File: src/rtl/vector_control_sequencer_pkg.sv
// vector_ctrl_pkg: shared definitions for the vector control sequencer.
//   - opcode localparams (OP_NOP .. OP_INVSUBBYTES)
//   - ctrl_word_t: decoded control word, fields in control_signals order
//   - state_t: sequencer state enum
//   - is_vector_op(): opcode MSB marks a vector (multi-beat) op
// Optional build macro used by the sequencer: VECTOR_CONTROL_SEQUENCER_ILLEGAL_TRAP_EN.
package vector_ctrl_pkg;

  localparam int OPC_W = 5;
  localparam int ALU_W = 5;
  localparam int WBS_W = 2;

  localparam logic [OPC_W-1:0] OP_NOP           = 5'b00000;
  localparam logic [OPC_W-1:0] OP_STR           = 5'b00001;
  localparam logic [OPC_W-1:0] OP_LDR           = 5'b00010;
  localparam logic [OPC_W-1:0] OP_BNE           = 5'b00011;
  localparam logic [OPC_W-1:0] OP_ADD1          = 5'b00100;
  localparam logic [OPC_W-1:0] OP_ADD           = 5'b00101;
  localparam logic [OPC_W-1:0] OP_XOR           = 5'b00110;
  localparam logic [OPC_W-1:0] OP_MUL           = 5'b00111;
  localparam logic [OPC_W-1:0] OP_VSTR          = 5'b10001;
  localparam logic [OPC_W-1:0] OP_VLDR          = 5'b10010;
  localparam logic [OPC_W-1:0] OP_VXOR          = 5'b10011;
  localparam logic [OPC_W-1:0] OP_ADDROUNDKEY   = 5'b10100;
  localparam logic [OPC_W-1:0] OP_MIXCOLUMNS    = 5'b10101;
  localparam logic [OPC_W-1:0] OP_SHIFTROWS     = 5'b10110;
  localparam logic [OPC_W-1:0] OP_SUBBYTES      = 5'b10111;
  localparam logic [OPC_W-1:0] OP_KEYEXPAND     = 5'b11000;
  localparam logic [OPC_W-1:0] OP_VAND          = 5'b11001;
  localparam logic [OPC_W-1:0] OP_VOR           = 5'b11010;
  localparam logic [OPC_W-1:0] OP_INVMIXCOLUMNS = 5'b11100;
  localparam logic [OPC_W-1:0] OP_INVSHIFTROWS  = 5'b11101;
  localparam logic [OPC_W-1:0] OP_INVSUBBYTES   = 5'b11110;

  typedef struct packed {
    logic             load;
    logic             wre;
    logic             vector_wre;
    logic             wme_a;
    logic             wme_b;
    logic [WBS_W-1:0] wb_sel;
    logic [WBS_W-1:0] vwb_sel;
    logic [ALU_W-1:0] alu_op;
    logic [ALU_W-1:0] valu_op;
  } ctrl_word_t;

  typedef enum logic {IDLE, BUSY} state_t;

  function automatic logic is_vector_op(input logic [OPC_W-1:0] op);
    return op[OPC_W-1];
  endfunction

endpackage

File: src/rtl/vector_control_sequencer_if.sv
// vector_control_sequencer_if: fetch-side handshake plus execute-side control bus.
//   master: drives instr_valid, opcode, stall, flush; observes the rest.
//   slave : the sequencer; drives instr_ready, ctrl_valid, control_signals,
//           beat_idx, last_beat, is_branch.
interface vector_control_sequencer_if #(
  parameter int OPCODE_W = 5,
  parameter int CTRL_W   = 19,
  parameter int BIDX_W   = 2
) ();
  logic                instr_valid;
  logic [OPCODE_W-1:0] opcode;
  logic                instr_ready;
  logic                stall;
  logic                flush;
  logic                ctrl_valid;
  logic [CTRL_W-1:0]   control_signals;
  logic [BIDX_W-1:0]   beat_idx;
  logic                last_beat;
  logic                is_branch;

  modport master (
    output instr_valid, opcode, stall, flush,
    input  instr_ready, ctrl_valid, control_signals, beat_idx, last_beat, is_branch
  );

  modport slave (
    input  instr_valid, opcode, stall, flush,
    output instr_ready, ctrl_valid, control_signals, beat_idx, last_beat, is_branch
  );
endinterface

File: src/rtl/vector_control_sequencer_decoder.sv
// opcode_decoder: combinational opcode -> ctrl_word_t map.
//   opcode  in  : instruction opcode
//   ctrl    out : decoded control word (all zero for nop/undefined)
//   illegal out : opcode is not in the decode table
module opcode_decoder
  import vector_ctrl_pkg::*;
(
  input  logic [OPC_W-1:0] opcode,
  output ctrl_word_t       ctrl,
  output logic             illegal
);

  always_comb begin
    ctrl    = '0;
    illegal = 1'b0;
    case (opcode)
      OP_NOP: begin
        ctrl.alu_op = opcode;
      end
      OP_STR: begin
        ctrl.wme_a  = 1'b1;
        ctrl.alu_op = opcode;
      end
      OP_LDR: begin
        ctrl.load   = 1'b1;
        ctrl.wre    = 1'b1;
        ctrl.alu_op = opcode;
      end
      OP_BNE: begin
        ctrl.alu_op = opcode;
      end
      OP_ADD1, OP_ADD, OP_XOR, OP_MUL: begin
        ctrl.wre    = 1'b1;
        ctrl.wb_sel = WBS_W'(1);
        ctrl.alu_op = opcode;
      end
      OP_VSTR: begin
        ctrl.wme_b   = 1'b1;
        ctrl.valu_op = opcode;
      end
      OP_VLDR: begin
        ctrl.load       = 1'b1;
        ctrl.vector_wre = 1'b1;
        ctrl.valu_op    = opcode;
      end
      OP_VXOR, OP_ADDROUNDKEY, OP_MIXCOLUMNS, OP_SHIFTROWS, OP_SUBBYTES,
      OP_KEYEXPAND, OP_VAND, OP_VOR, OP_INVMIXCOLUMNS, OP_INVSHIFTROWS,
      OP_INVSUBBYTES: begin
        ctrl.vector_wre = 1'b1;
        ctrl.vwb_sel    = WBS_W'(1);
        ctrl.valu_op    = opcode;
      end
      default: begin
        illegal = 1'b1;
      end
    endcase
  end

endmodule

File: src/rtl/vector_control_sequencer.sv
// vector_control_sequencer: registered opcode sequencer feeding the execute stage.
//   clk, rst : clock, synchronous active-high reset
//   bus      : vector_control_sequencer_if.slave (handshake in, control word out)
//   illegal_op (only with VECTOR_CONTROL_SEQUENCER_ILLEGAL_TRAP_EN): sticky
//              flag set when an undefined opcode is accepted, cleared by rst.
// Scalar ops issue one beat; vector ops issue VEC_BEATS beats with beat_idx.
module vector_control_sequencer
  import vector_ctrl_pkg::*;
#(
  parameter int OPCODE_W  = 5,
  parameter int ALU_OP_W  = 5,
  parameter int WB_SEL_W  = 2,
  parameter int VEC_BEATS = 4,
  parameter int CTRL_W    = 5 + 2*WB_SEL_W + 2*ALU_OP_W
) (
  input  logic clk,
  input  logic rst,
  vector_control_sequencer_if.slave bus
`ifdef VECTOR_CONTROL_SEQUENCER_ILLEGAL_TRAP_EN
  ,
  output logic illegal_op
`endif
);

  localparam int BIDX_W = (VEC_BEATS > 1) ? $clog2(VEC_BEATS) : 1;

  logic [OPCODE_W-1:0] opcode_raw;
  logic [OPC_W-1:0]    op_in;
  ctrl_word_t          dec_word;
  logic                dec_illegal;
  logic [CTRL_W-1:0]   dec_flat;
  logic                multi_beat;

  assign opcode_raw = bus.opcode;
  assign op_in      = OPC_W'(opcode_raw);

  opcode_decoder u_dec (
    .opcode  (op_in),
    .ctrl    (dec_word),
    .illegal (dec_illegal)
  );

  assign dec_flat = {dec_word.load, dec_word.wre, dec_word.vector_wre,
                     dec_word.wme_a, dec_word.wme_b,
                     WB_SEL_W'(dec_word.wb_sel), WB_SEL_W'(dec_word.vwb_sel),
                     ALU_OP_W'(dec_word.alu_op), ALU_OP_W'(dec_word.valu_op)};

  // Undefined codes with the vector bit set still issue as a single nop beat.
  assign multi_beat = is_vector_op(op_in) && !dec_illegal && (VEC_BEATS > 1);

  state_t            state_q, state_d;
  logic              valid_q, valid_d;
  logic [CTRL_W-1:0] ctrl_q, ctrl_d;
  logic [BIDX_W-1:0] beat_q, beat_d, beat_inc;
  logic              last_q, last_d;
  logic              branch_q, branch_d;
  logic              ready, hs;

  assign ready    = !rst && (state_q == IDLE || (last_q && !bus.stall));
  assign hs       = bus.instr_valid && ready;
  assign beat_inc = beat_q + 1'b1;

  always_comb begin
    state_d  = state_q;
    valid_d  = valid_q;
    ctrl_d   = ctrl_q;
    beat_d   = beat_q;
    last_d   = last_q;
    branch_d = branch_q;
    if (bus.flush || !(state_q == BUSY && bus.stall)) begin
      if (!bus.flush && hs) begin
        state_d  = BUSY;
        valid_d  = 1'b1;
        ctrl_d   = dec_flat;
        beat_d   = '0;
        last_d   = !multi_beat;
        branch_d = (op_in == OP_BNE);
      end else if (!bus.flush && state_q == BUSY && !last_q) begin
        beat_d = beat_inc;
        last_d = (beat_inc == BIDX_W'(VEC_BEATS - 1));
      end else begin
        state_d  = IDLE;
        valid_d  = 1'b0;
        ctrl_d   = '0;
        beat_d   = '0;
        last_d   = 1'b0;
        branch_d = 1'b0;
      end
    end
  end

  // Stage boundary: registered control word to execute.
  always_ff @(posedge clk) begin
    if (rst) begin
      state_q  <= IDLE;
      valid_q  <= 1'b0;
      ctrl_q   <= '0;
      beat_q   <= '0;
      last_q   <= 1'b0;
      branch_q <= 1'b0;
    end else begin
      state_q  <= state_d;
      valid_q  <= valid_d;
      ctrl_q   <= ctrl_d;
      beat_q   <= beat_d;
      last_q   <= last_d;
      branch_q <= branch_d;
    end
  end

`ifdef VECTOR_CONTROL_SEQUENCER_ILLEGAL_TRAP_EN
  logic illegal_q, illegal_d;

  assign illegal_d = illegal_q | (hs && !bus.flush && dec_illegal);

  always_ff @(posedge clk) begin
    if (rst) illegal_q <= 1'b0;
    else     illegal_q <= illegal_d;
  end

  assign illegal_op = illegal_q;
`endif

  assign bus.instr_ready     = ready;
  assign bus.ctrl_valid      = valid_q;
  assign bus.control_signals = ctrl_q;
  assign bus.beat_idx        = beat_q;
  assign bus.last_beat       = last_q;
  assign bus.is_branch       = branch_q;

endmodule

File: src/flat_wrapper.sv
// flat-port wrapper written by rule: the top's interface ports become plain ports
module vector_control_sequencer_flat import vector_ctrl_pkg::*;
#(
  parameter int OPCODE_W  = 5,
  parameter int ALU_OP_W  = 5,
  parameter int WB_SEL_W  = 2,
  parameter int VEC_BEATS = 4,
  parameter int CTRL_W    = 5 + 2*WB_SEL_W + 2*ALU_OP_W
)
  (clk, rst, bus_instr_valid, bus_opcode, bus_stall, bus_flush, bus_instr_ready, bus_ctrl_valid, bus_control_signals, bus_beat_idx, bus_last_beat, bus_is_branch);
  vector_control_sequencer_if #(.OPCODE_W(OPCODE_W), .CTRL_W(CTRL_W), .BIDX_W((2))) bus_i ();
  input  logic clk;
  input  logic rst;
  input wire logic [$bits(bus_i.instr_valid)-1:0] bus_instr_valid;
  input wire logic [$bits(bus_i.opcode)-1:0] bus_opcode;
  input wire logic [$bits(bus_i.stall)-1:0] bus_stall;
  input wire logic [$bits(bus_i.flush)-1:0] bus_flush;
  output wire logic [$bits(bus_i.instr_ready)-1:0] bus_instr_ready;
  output wire logic [$bits(bus_i.ctrl_valid)-1:0] bus_ctrl_valid;
  output wire logic [$bits(bus_i.control_signals)-1:0] bus_control_signals;
  output wire logic [$bits(bus_i.beat_idx)-1:0] bus_beat_idx;
  output wire logic [$bits(bus_i.last_beat)-1:0] bus_last_beat;
  output wire logic [$bits(bus_i.is_branch)-1:0] bus_is_branch;
  assign bus_i.instr_valid = bus_instr_valid;
  assign bus_i.opcode = bus_opcode;
  assign bus_i.stall = bus_stall;
  assign bus_i.flush = bus_flush;
  assign bus_instr_ready = bus_i.instr_ready;
  assign bus_ctrl_valid = bus_i.ctrl_valid;
  assign bus_control_signals = bus_i.control_signals;
  assign bus_beat_idx = bus_i.beat_idx;
  assign bus_last_beat = bus_i.last_beat;
  assign bus_is_branch = bus_i.is_branch;
  vector_control_sequencer #(.OPCODE_W(OPCODE_W), .ALU_OP_W(ALU_OP_W), .WB_SEL_W(WB_SEL_W), .VEC_BEATS(VEC_BEATS), .CTRL_W(CTRL_W)) u_core (.clk(clk), .rst(rst), .bus(bus_i));
endmodule
File: config.mk
export PLATFORM = sky130hd
export DESIGN_NAME = vector_control_sequencer_flat
export DESIGN_NICKNAME = d
export VERILOG_FILES = /design/src/rtl/vector_control_sequencer_pkg.sv /design/src/rtl/vector_control_sequencer_if.sv /design/src/rtl/vector_control_sequencer_decoder.sv /design/src/rtl/vector_control_sequencer.sv /design/src/flat_wrapper.sv
export SDC_FILE = /design/constraint.sdc
export NUM_CORES = 1
export LEC_CHECK = 0
export CAP_MARGIN = 30
export CORE_AREA = 5 5 60 62
export DETAILED_ROUTE_END_ITERATION = 7
export DIE_AREA = 0 0 65 67
export PLACE_DENSITY_LB_ADDON = 0.08
export SKIP_LAST_GASP = 1
export SYNTH_ARGS = -nofsm -noshare
export SYNTH_HDL_FRONTEND = slang
export SYNTH_HIERARCHICAL = 1
export SYNTH_SLANG_ARGS = --single-unit
File: constraint.sdc
create_clock -name clk -period 4.04 [get_ports clk]
set_clock_uncertainty 0.2 [all_clocks]
set_input_delay 1.212 -clock clk [delete_from_list [all_inputs] [get_ports clk]]
set_output_delay 1.212 -clock clk [all_outputs]
set_load 0.01 [all_outputs]
==> reports/metrics.cfg, run 1 <==
[outcome]
status = complete, no violations

[route]
first_pass_iters = 4
drc = 0
vias = 869
drt_first_iter_violations = 41
ant_nets = 0
wire_per_inst_um = 14.3
routed_wl_um = 2440
post_drt_via_cell_ratio = 5.08

[final_layout]
fill_cells = 294
finalCoreUtilization_pct = 49.4
diodes = 0
nets = 150
final_layout_size_suffix_gt1_share_pct = 10.1
syn2layout_area_growth_pct = 33.1

[synth]
synth_edf_count = 0
syn_avg_cell_area_um2 = 10.5
syn_area_mm2 = 0.00110
yosysWarnings = 6
ys.flop_type = dfxtp_1
ys_seq_area_share_pct = 43.5
netlist_top_cells_area = dfxtp_1, a22o_1, buf_4, and2_1, buf_6
synthDistinctLibCells = 35
synth_seq_cells = 24
yosys.area.top_type = dfxtp_1
async_flop_share_pct = 0
synth.most_common_cell = dfxtp_1
syn_inst = 105
yosys.area.top_type_share_pct = 43.5
synthTopCellsByCount = dfxtp_1, a22o_1, and2_1, buf_4, nand2_1

[power]
p_comb_share_pct = 13.6
p_clk_share_pct = 28.9
seqPwrFrac_pct = 57.6
intPower_mw = 0.326
power.net_switching_mw = 0.0985
leakagePower_nw = 0.579
powerDensity_mw_per_mm2 = 289
ir_drop_uv = 120
netSwitchingFraction_pct = 23.2

[clock_tree]
clk_latency_ns = 0.30
numCtsBuffers = 3
cts_buffer_depth = 2
numClockSinks = 24
clock-root-buffer = clkbuf_4
cts_tree = yes
clk_pin_slew_ns = 0.12
htreeDepth = 1
cts_setup_buffers = 0

[setup_path]
r2r-end = u_core/bus.control_signals[18]
r2r_start = u_core/bus.ctrl_valid
worst-path-max-fanout = 4
slowest_delay_ns = 0.46
startpoint = bus_stall
crit_type = in2out
cp.required_ns = 2.63
end_kind = primary output
cp_slowest_cell = clkdlybuf4s50_1
arrival_ns = 2.17
ff2ff_setup_slack_ns = 2.42
worst-r2r-cell-count = 4
startpoint_type = primary input
crit_chain = clkdlybuf4s50_1, nand2b_4, a21oi_1, dlymetal6s2s_1
endpoint = bus_instr_ready

[hold_path]
min-delay-path-class = reg2reg

[grt]
antenna_found_initial = 0
grtUsageMet2_pct = 21.6
use_met1_pct = 13.8
grt_overflow = 0
grt_max_degree = 24
grt_util_met3_pct = 2.87
grt_pass1_vias = 911
track_usage_pct = 12.2
grt_busiest_layer = met2
grt_pass1_wl_um = 4150

[die]
core.rowCount = 20
die_h_um = 67
die_w_um = 65
coreArea_mm2 = 0.00298
die-area_mm2 = 0.00436
io_pins = 35
initial_core_util_pct = 37.1

[sta]
fmax_mhz = 279
final.period_utilization_pct = 88.8
finalSetupTns_ns = 0
period_minus_slack_ns = 3.59
whs_ns = 0.284
final-hold-violation-count = 0
finalMaxSlewViolations = 0
rsz0062_at_grt = no
final-setup-viol-count = 0
finalWorstSetupSlack_ns = 0.454

[placement]
dpl_worst_slack_ns = 0.0617
globalplace.congestion = 0.761
io_buffer_count = 34
dpl.hpwl_um = 1740

[run]
cap_violations = 0

## worst max-delay path, delay by kind of cell
family	cells	cell delay [ns]
and+or+nand+nor	1	0.18
buffers and inverters	2	0.63
AOI/OAI and AO/OA	1	0.14
## routing by layer
layer	wire length, µm	vias to the layer above	share of wire (%)
li1	-	442	-
met1	1120	411	46
met2	1190	14	49
met3	118	2	4.8
met4	17	0	0.70
met5	0	-	0
## kinds of logic (layout without fill, tap and decap cells)
family | count (synthesis) | in the layout | synth area share (%)
flip-flops | 24 | 24 | 43.5
other | 1 | 4 | 0.339
AO/OA/AOI/OAI | 33 | 33 | 26.7
XOR/XNOR | 1 | 1 | 0.793
adder cells (fa/ha/maj) | 1 | 1 | 1.13
buffers and inverters | 16 | 46 | 9.74
AND/OR/NAND/NOR | 29 | 29 | 17.8
## worst min path at each step
stage               depth (start not counted)                             end                           start
floorplan                                   1   u_core/bus.control_signals[0]   u_core/bus.control_signals[0]
global placement                            1  u_core/bus.control_signals[12]  u_core/bus.control_signals[12]
detailed placement                          1  u_core/bus.control_signals[11]  u_core/bus.control_signals[11]
CTS                                         1  u_core/bus.control_signals[12]  u_core/bus.control_signals[12]
global route                                1   u_core/bus.control_signals[3]   u_core/bus.control_signals[3]
finish                                      1  u_core/bus.control_signals[12]  u_core/bus.control_signals[12]
## flip-flops by register name (all words and copies together) (netlist names)
register	cells
u_core/bus.ctrl_valid	1
u_core/bus.last_beat	1
u_core/bus.beat_idx	2
u_core/bus.control_signals	19
u_core/bus.is_branch	1
## power groups by stage
stage               Combinational (mW)  Clock [mW]  Sequential [mW]
floorplan                       0.0325           0            0.251
global placement                0.0574           0            0.249
detailed placement              0.0581           0            0.249
CTS                             0.0583       0.131            0.244
global route                    0.0629       0.142            0.245
finish                          0.0577       0.122            0.244
## area by class of cell
type | count | area (µm²) | share of cell area [%]
Timing Repair Buffer | 37 | 365 | 24.9
Clock buffer | 4 | 36.3 | 2.47
Multi-Input combinational cell | 68 | 528 | 35.9
Sequential cell | 24 | 480 | 32.7
Tap cell | 33 | 41.3 | 2.81
Inverter | 5 | 18.8 | 1.28
## through the flow
step / area, µm² / total power [mW] / std cells
global route: 1470 / 0.451 / 171
floorplan: 1120 / 0.284 / 108
detailed placement: 1430 / 0.308 / 167
CTS: 1470 / 0.434 / 171
global placement: 1430 / 0.307 / 167
finish: 1470 / 0.424 / 171
## cells in the final DEF, fill, tap and decap left out, drive strengths merged, types with 2 or more instances in the layout
cell type	synthesis	final
a22o	20	20
and2	6	6
nand2b	2	2
a211oi	2	2
buf	10	3
clkdlybuf4s50	0	33
nor2b	2	2
and3	2	2
conb	1	4
clkbuf	1	4
a32o	2	2
nor2	2	2
nor3b	2	2
a21oi	4	4
nor3	3	3
nand2	6	6
dfxtp	24	24
inv	4	4
## timing repair
item	4_1_cts	5_1_grt
resized for setup	0	1
setup endpoints to repair	0	1
hold buffers	0	0
Power figures use the tool's default switching activity.
==> run 2: changes to the inputs <==
--- a/config.mk
+++ b/config.mk
@@ -9,9 +9,10 @@
 export CORE_AREA = 5 5 60 62
 export DETAILED_ROUTE_END_ITERATION = 7
 export DIE_AREA = 0 0 65 67
-export PLACE_DENSITY_LB_ADDON = 0.08
+export PLACE_DENSITY = 0.66
 export SKIP_LAST_GASP = 1
 export SYNTH_ARGS = -nofsm -noshare
 export SYNTH_HDL_FRONTEND = slang
 export SYNTH_HIERARCHICAL = 1
 export SYNTH_SLANG_ARGS = --single-unit
+export TNS_END_PERCENT = 1
==> run 2 against run 1 <==
  * Wire length rose by 6.0%
  * Design area is 0.94% higher
  * Power increased by 13%
  * Hold slack gained 0.0097 ns
  * Fmax decreased by 9.1%
  * First-iteration DRC count shrank 49%
  * Critical path depth stayed put
  * Largest power group unchanged
  * Highest routed layer is now met3
==> reports/metrics.cfg, run 2 (synthesis gave the netlist of run 1 again) <==
[setup_path]
slowest_delay_ns = 0.55  ; +0.09 ns
critPathMostFrequentCell = clkdlybuf4s50_1
cp.required_ns = 2.63  ; about the same
worst-r2r-cell-count = 4  ; unchanged
end_kind = primary output
worst-path-max-fanout = 4  ; unchanged
r2r_start = u_core/bus.last_beat
cp_num_cells = 4  ; unchanged
r2r-end = u_core/bus.last_beat
crit_chain = clkdlybuf4s50_1, nand2b_4, a21oi_1, clkdlybuf4s50_1
startpoint = bus_stall
endpoint = bus_instr_ready
crit_type = in2out
arrival_ns = 2.53  ; +0.36 ns
cp_slowest_cell = clkdlybuf4s50_1
ff2ff_setup_slack_ns = 2.41  ; about the same
startpoint_type = primary input
crit_family = buffers and inverters
worst-path-buf-inv = 2  ; unchanged

[sta]
fmax_mhz = 253  ; -9.1%
finalSetupTns_ns = 0  ; unchanged
period_minus_slack_ns = 3.95  ; +0.360 ns
final-hold-violation-count = 0  ; unchanged
final-setup-viol-count = 0  ; unchanged
final.period_utilization_pct = 97.7  ; +8.9 points
finalMaxSlewViolations = 0  ; unchanged
rsz0062_at_grt = no

[clock_tree]
cts_tree = yes
htreeDepth = 1  ; unchanged
clk_latency_ns = 0.32  ; +0.02 ns
numClockSinks = 24  ; unchanged
numCtsBuffers = 3  ; unchanged
clock-root-buffer = clkbuf_4
cts_resized = 0  ; unchanged
postCtsHoldBufs = 0  ; unchanged
cts_setup_buffers = 0  ; unchanged
cts_buffer_depth = 2  ; unchanged
clk_pin_slew_ns = 0.13  ; about the same

[route]
wire_per_inst_um = 15.1  ; +6.0%
routed_wl_um = 2590  ; +6.0%
drc = 0  ; unchanged
dr_wl_met2_um = 1200  ; +0.76%
ant_nets = 0  ; unchanged
post_drt_via_cell_ratio = 5.17  ; +1.7%
drt-met1-wl_um = 1270  ; +14%
topRoutingLayerUsed = met3
vias = 884  ; +1.7%
routed-wl-met3_um = 120  ; +1.7%
drt_first_iter_violations = 21  ; -49%
first_pass_iters = 4  ; unchanged

[outcome]
status = complete, no violations

[final_layout]
diodes = 0  ; unchanged
largest_reg_flops = 19  ; unchanged
nets = 150  ; unchanged
final_common_cell = clkdlybuf4s50_1
instances_no_fill = 171  ; unchanged
layout_common_cells = clkdlybuf4s50_1, dfxtp_1, a22o_1
syn2layout_area_growth_pct = 34.3
final_layout_size_suffix_gt1_share_pct = 10.1  ; unchanged
fill_cells = 289  ; -1.7%

[die]
initial_core_util_pct = 37.1  ; unchanged
die_h_um = 67  ; unchanged
die-area_mm2 = 0.00436  ; unchanged
coreArea_mm2 = 0.00298  ; unchanged
core.rowCount = 20  ; unchanged
die_w_um = 65  ; unchanged
io_pins = 35  ; unchanged

[grt]
grt_pass1_wl_um = 4400  ; +6.0%
track_usage_pct = 13.0  ; +0.78 points
grt_pass1_vias = 904  ; -0.77%
antenna_found_initial = 0  ; unchanged
grt_max_degree = 24  ; unchanged
grt_overflow = 0  ; unchanged

[placement]
globalplace.congestion = 0.776  ; +1.9%
dp_cells = 167  ; unchanged
io_buffer_count = 34  ; unchanged
dpl.hpwl_um = 1890  ; +8.5%

[power]
leakagePower_nw = 0.575  ; -0.61%
powerDensity_mw_per_mm2 = 323  ; +12%
ir_drop_uv = 338  ; +180%

[hold_path]
min-delay-path-class = reg2reg
hold_path_depth = 1  ; unchanged

[run]
cap_violations = 0  ; unchanged

-- run 2: changes by cell type in the layout (fill, tap and decap cells not counted), sizes merged --
cell           delta
dlymetal6s2s      -1
clkdlybuf4s50     +1
bufinv            +1
clkbuf            -1
-- run 2: worst min path at each step --
stage	slack (ns)	to	startpoint
2_1_floorplan	0.31	u_core/bus.control_signals[0]	u_core/bus.control_signals[0]
3_3_place_gp	0.26	u_core/bus.control_signals[9]	u_core/bus.control_signals[9]
5_1_grt	0.31	u_core/bus.control_signals[10]	u_core/bus.control_signals[10]
4_1_cts	0.30	u_core/bus.control_signals[10]	u_core/bus.control_signals[10]
3_5_place_dp	0.26	u_core/bus.control_signals[1]	u_core/bus.control_signals[1]
6_report	0.29	u_core/bus.control_signals[17]	u_core/bus.control_signals[17]
-- run 2: cell type report --
| cell class | count | area (µm²) | area share [%] |
|---|---|---|---|
| well taps | 33 | 41.3 | 2.78 |
| inverters | 5 | 18.8 | 1.26 |
| flip-flops and latches | 24 | 480 | 32.4 |
| multi-input cells | 68 | 528 | 35.6 |
| clock inverters | 1 | 30.0 | 2.02 |
| clock buffers | 3 | 22.5 | 1.52 |
| repair buffers | 37 | 363 | 24.5 |
-- run 2: metal layers --
layer,track usage [%],up-vias
li1,-,437
met1,17.0,419
met2,21.2,28
met3,3.88,0
met4,2.37,0
met5,0,-
-- run 2: power by group --
group	switching [mW]	internal, mW	total [mW]
Sequential	0.00341	0.241	0.244
Combinational	0.0284	0.0301	0.0584
Clock	0.0754	0.100	0.176
Total	0.107	0.371	0.479
-- run 2: metrics by stage --
| stage | area (µm²) | util, % | power, mW | hold slack, ns | setup WS, ns |
|---|---|---|---|---|---|
| final | 1480 | 49.8 | 0.479 | 0.294 | 0.0940 |
| after global placement | 1430 | 48.1 | 0.307 | 0.256 | 0.105 |
| after global routing | 1480 | 49.8 | 0.501 | 0.313 | 0.0412 |
| after floorplan | 1120 | - | 0.284 | 0.311 | 1.04 |
| after detailed placement | 1430 | 48.1 | 0.308 | 0.261 | 0.0831 |
| after CTS | 1480 | 49.8 | 0.483 | 0.298 | 0.0831 |
